==> config.mk <==
export PLATFORM = sky130hd
export DESIGN_NAME = if_prefetch_stage
export DESIGN_NICKNAME = d
export VERILOG_FILES = /design/src/rtl/if_prefetch_stage.sv
export SDC_FILE = /design/constraint.sdc
export NUM_CORES = 1
export LEC_CHECK = 0
export CAP_MARGIN = 10
export CORE_MARGIN = 5
export CORE_UTILIZATION = 55
export DETAILED_ROUTE_END_ITERATION = 10
export GPL_TIMING_DRIVEN = 0
export PLACE_DENSITY = 0.75
export SYNTH_ARGS = -nofsm -noshare
export SYNTH_HDL_FRONTEND = slang
export SYNTH_SLANG_ARGS = --single-unit
==> constraint.sdc <==
create_clock -name clock -period 10.2 [get_ports clock]
set_input_delay 2.04 -clock clock [delete_from_list [all_inputs] [get_ports clock]]
set_output_delay 2.04 -clock clock [all_outputs]
set_load 0.03 [all_outputs]
==> src/rtl/if_prefetch_stage.sv <==
// if_prefetch_stage: instruction prefetch queue between the instruction RAM and the ID stage
module if_prefetch_stage #(
    parameter int          DEPTH    = 4,
    parameter logic [31:0] RESET_PC = 32'hbfc00000
) (
    input  logic        clock,
    input  logic        reset,
    input  logic        id_allow_in,
    input  logic        branch_taken,
    input  logic [31:0] branch_target,
    output logic        if_to_id_valid,
    output logic [31:0] if_to_id_program_count,
    output logic [31:0] if_to_id_instruction,
    output logic        instruction_ram_request,
    output logic [31:0] instruction_ram_address,
    input  logic        instruction_ram_address_ok,
    input  logic        instruction_ram_data_ok,
    input  logic [31:0] instruction_ram_read_data
);
    localparam int          AW   = (DEPTH > 1) ? $clog2(DEPTH) : 1;
    localparam logic [AW:0] FULL = (AW + 1)'(DEPTH);
    logic [31:0]      r_pc [DEPTH];
    logic [31:0]      r_ins[DEPTH];
    logic [DEPTH-1:0] r_filled;
    logic [DEPTH-1:0] r_killed;
    logic [AW-1:0]    r_head;
    logic [AW-1:0]    r_tail;
    logic [AW-1:0]    r_fill;
    logic [AW:0]      r_count;
    logic [AW:0]      r_unfilled;
    logic [31:0]      r_fetch_pc;
    logic [31:0]      r_target;
    logic             r_redirect_pending;
    logic             w_accept;
    logic             w_fill;
    logic             w_head_filled;
    logic             w_pop;
    logic             w_survivor;
    logic [AW:0]      w_total;
    logic [DEPTH-1:0] w_kill;
    assign instruction_ram_request = !reset && (r_count < FULL);
    assign instruction_ram_address = reset ? RESET_PC : r_fetch_pc;
    assign w_accept      = instruction_ram_request && instruction_ram_address_ok;
    assign w_fill        = instruction_ram_data_ok && (r_unfilled != '0);
    assign w_head_filled = (r_count != '0) && (r_filled[r_head] || (w_fill && r_fill == r_head));
    assign w_pop         = !reset && w_head_filled && (r_killed[r_head] || id_allow_in);
    assign if_to_id_valid         = !reset && w_head_filled && !r_killed[r_head];
    assign if_to_id_program_count = reset ? '0 : r_pc[r_head];
    assign if_to_id_instruction   = reset ? '0 : (r_filled[r_head] ? r_ins[r_head] : instruction_ram_read_data);
    assign w_total    = r_count + (AW + 1)'(w_accept);
    assign w_survivor = w_total > (AW + 1)'(w_pop);
    for (genvar k = 0; k < DEPTH; k++) begin : g_kill
        logic [AW-1:0] w_off;
        assign w_off     = AW'(k) - r_head;
        assign w_kill[k] = branch_taken && ({1'b0, w_off} < w_total) && ({1'b0, w_off} > (AW + 1)'(w_pop));
    end
    // entry payload: pc written on accept, instruction written on fill
    always_ff @(posedge clock) begin
        if (w_accept) r_pc[r_tail] <= r_fetch_pc;
        if (w_fill) r_ins[r_fill] <= instruction_ram_read_data;
    end
    // queue pointers, occupancy and per-entry filled/killed flags
    always_ff @(posedge clock) begin
        if (reset) begin
            r_head     <= '0;
            r_tail     <= '0;
            r_fill     <= '0;
            r_count    <= '0;
            r_unfilled <= '0;
            r_filled   <= '0;
            r_killed   <= '0;
        end else begin
            if (w_accept) r_tail <= r_tail + AW'(1);
            if (w_fill) r_fill <= r_fill + AW'(1);
            if (w_pop) r_head <= r_head + AW'(1);
            r_count    <= r_count + (AW + 1)'(w_accept) - (AW + 1)'(w_pop);
            r_unfilled <= r_unfilled + (AW + 1)'(w_accept) - (AW + 1)'(w_fill);
            for (int i = 0; i < DEPTH; i++) begin
                r_filled[i] <= (w_accept && r_tail == AW'(i)) ? 1'b0 : (w_fill && r_fill == AW'(i)) ? 1'b1 : r_filled[i];
                r_killed[i] <= (w_accept && r_tail == AW'(i)) ? w_kill[i] : (r_killed[i] | w_kill[i]);
            end
        end
    end
    // fetch address: sequential, redirected after the delay slot, or held while the delay slot is awaited
    always_ff @(posedge clock) begin
        if (reset) begin
            r_fetch_pc         <= RESET_PC;
            r_target           <= '0;
            r_redirect_pending <= 1'b0;
        end else if (branch_taken) begin
            if (w_survivor) begin
                r_fetch_pc         <= branch_target;
                r_redirect_pending <= 1'b0;
            end else begin
                r_target           <= branch_target;
                r_redirect_pending <= 1'b1;
            end
        end else if (w_accept) begin
            r_fetch_pc         <= r_redirect_pending ? r_target : r_fetch_pc + 32'd4;
            r_redirect_pending <= 1'b0;
        end
    end
endmodule
==> impl_metrics.csv <==
group,metric,value,unit
pwr,power_density,200,mW/mm^2
global_routing,use_met3,3.72,%
final_layout,antenna_cells,0,
global_routing,grt_pass1_vias,9708,
sta,holdWs,0.461,ns
floorplan,row_count,60,
synth,yosys.area.top_type_share,51.8,%
setup_path,setup.worst_path.start,"reset",
pwr,ir_drop,150,uV
cts,h-tree-depth,2,
sta,fin_crit,6.71,ns
route,drc,0,
sta,skew,0.0179,ns
global_routing,track_usage,23.6,%
sta,tns,0,ns
route,ant_nets,0,
pwr,power.leakage,6.08,nW
placement,dpl.cell_count,1561,
floorplan,die_h,174,microns
route,via_count,9653,
global_routing,top_usage_layer,"met2",
route,totalWireLength,36100,microns
synth,synth_compound_area_share,6.12,%
floorplan,dieArea,0.0304,sq mm
placement,io_buffers,165,
sta,rsz0062_at_grt,"no",
cts,cts_resized,0,
synth,synthMuxAreaShare,14.9,%
pwr,switching_share,26.4,%
cts,cts-buffers-inserted,35,
synth,synthSimpleGateAreaFrac,9.76,%
floorplan,ios,168,
cts,cts_root_buffer,"clkbuf_16",
synth,synth_cell_types,67,
synth,yosysWarnings,0,
global_routing,grt_max_degree,34,
synth,synth_top_family_by_area,"multiplexers",
final_layout,final_cells,1624,
synth,synthArstFlopShare,0,%
global_routing,antenna_found_initial,0,
job,cap_violations,0,
final_layout,syn_to_final_growth,22.5,%
global_routing,grt_overflow,0,
sta,relSlewSlack,36.2,%
sta,worst_pin_slew,0.957,ns
cts,clk-insertion-delay-late,0.51,ns
pwr,p_seq_share,47.1,%
route,vias_per_cell,5.94,
cts,clk_path_buf_depth,3,
synth,avgSynthCellArea,14.1,sq um
cts,hold_buffers,0,
sta,fmax,149,MHz
setup_path,cp-endpoint,"if_to_id_instruction[25]",
synth,yosys-top-cells-area,"edfxtp_1 (52%), dfxtp_1 (12%), mux4_2 (10%)",
status,status,"complete, no violations",
placement,hpwlAfterDp,24500,microns
route,drt_pre_antenna_iters,5,
setup_path,cp.arrival,4.67,ns
cts,cts_tree,"yes",
synth,ys_seq_area_share,63.5,%
synth,synthesis.instances,1051,
sta,period_share,65.8,%
pwr,p_clk_share,35.0,%
worst_hold_path,min_path_cells,2,
setup_path,r2r_start,"r_count[2]",
floorplan,die_w,174,microns
setup_path,critical_path_class,"input pin to output pin",
final_layout,most-common-layout-cells,"edfxtp_1 (256), clkdlybuf4s50_1 (165), nor2_1 (114)",
synth,synth_edf_count,256,
sta,drv_slew,0,
global_routing,grt_pass1_wl,56100,microns
pwr,power.combinational.fraction,17.9,%
final_layout,drive_gt1_share,13.5,%
setup_path,crit_fanout,10,
global_routing,grt_use_met2,37.9,%
route,drtIter0Drc,915,
setup_path,reg2regPathDepth,10,
worst_hold_path,min_path_type,"flip-flop to flip-flop",
sta,finalHoldViolCount,0,
synth,ys_ff_latch,343,
synth,netlist_area,0.0149,sq mm
synth,synth_xor_area_share,1.36,%
setup_path,r2r_setup_slack,6.68,ns
setup_path,cp_data_required_time,8.16,ns
placement,gp_congestion,0.921,
synth,yosysTopAreaCell,"edfxtp_1",
setup_path,timing.rr.end,"r_fetch_pc[21]",
setup_path,cp-start-kind,"input pin",
cts,post_cts_buffers,0,
pwr,internal_power,2.68,mW
synth,synth-adder-area-share,1.74,%
pwr,design_power_total,3.64,mW
synth,synth_ff_type,"edfxtp_1",
setup_path,end_kind,"output pin",
final_layout,final_common_cell,"edfxtp_1",
cts,clk_pin_slew_worst_paths,0.06,ns
pwr,power_switching,962,uW
sta,setup_viol,0,
cts,cts.sinks,343,
route,wl_per_cell,22.2,microns
floorplan,initial_core_util,55.4,%
final_layout,nNetsFinal,1347,
floorplan,core_area,0.0268,sq mm
synth,syn_nets,1141,
global_routing,use_met1,33.7,%
worst min path at each step:
| stage | startpoint | end |
|---|---|---|
| finish | r_killed[1] | r_killed[1] |
| global route | r_filled[1] | r_filled[1] |
| CTS | r_killed[0] | r_killed[0] |
| detailed placement | r_killed[0] | r_killed[0] |
| global placement | r_killed[1] | r_killed[1] |
| floorplan | r_killed[2] | r_killed[2] |
kinds of logic (layout without fill, tap and decap cells):
family | after synthesis | in the layout
fa+ha+maj | 20 | 20
buf+inv | 92 | 324
simple gates | 294 | 294
mux | 138 | 138
xor+xnor | 23 | 23
compound gates | 141 | 141
flops | 343 | 343
metal layers:
metal	vias to the layer above	share of wire, %
li1	4354	-
met1	4808	42
met2	413	48
met3	78	7.1
met4	0	3.0
met5	-	0
synthesized netlist by cell type, types with 2 or more instances:
master,number
nand3b_1,2
inv_1,22
nor3_2,2
edfxtp_1,256
clkbuf_1,43
mux2i_1,72
o41ai_1,3
o21ai_0,40
a221oi_1,3
a2bb2oi_1,2
buf_1,9
or2_2,11
buf_2,9
nor2_1,114
nor3_1,8
a21o_1,2
ha_1,19
dfxtp_1,87
a21oi_1,43
nand2_1,50
o211ai_1,4
o31ai_1,5
nor3b_1,2
nand3_1,9
and2_1,43
xor2_1,6
xnor2_1,17
and3_1,9
a211oi_2,5
nor4_1,2
and4_1,4
or3_1,2
a31oi_1,5
a31o_2,2
buf_6,3
o311ai_0,2
buf_4,5
nor2b_1,22
a211oi_1,3
o21a_1,4
a221o_1,3
mux4_2,66
nand4_1,7
area by class of cell:
type,count,area (sq um)
Sequential cell,343,9430
Fill cell,1901,8600
Multi-Input combinational cell,616,5030
Timing Repair Buffer,169,1760
Clock buffer,47,983
Tap cell,341,427
Buffer,69,312
Clock inverter,16,166
Inverter,23,86.3
metrics by stage:
step	util, %	area, sq um	setup WS, ns
2_1_floorplan	-	14900	4.55
3_3_place_gp	63.2	16900	3.48
3_5_place_dp	63.6	17100	3.52
4_1_cts	67.9	18200	3.50
5_1_grt	67.9	18200	3.44
6_report	67.9	18200	3.49
flip-flops by register name, indices dropped and copies added, names as in the netlist, named ones only:
signal and flops:
r_ins 128, r_fill 2, r_fetch_pc 32, r_filled 4
r_head 2, r_pc 128, r_unfilled 3, r_killed 4
r_redirect_pending 1, r_count 3, r_target 32, r_tail 2
worst max-delay path, stage by stage:
cell and delay [ns]:
clkbuf_1 0.57, clkbuf_1 0.58, buf_1 0.65, nor2_1 0.18, clkdlybuf4s50_1 0.64
power groups by stage:
stage	Combinational, mW	Clock [mW]	Sequential [mW]
CTS	0.656	1.29	1.72
floorplan	0.435	0	1.72
detailed placement	0.652	0	1.74
finish	0.651	1.27	1.72
global route	0.703	1.35	1.73
global placement	0.636	0	1.74
Power figures use the tool's default switching activity.
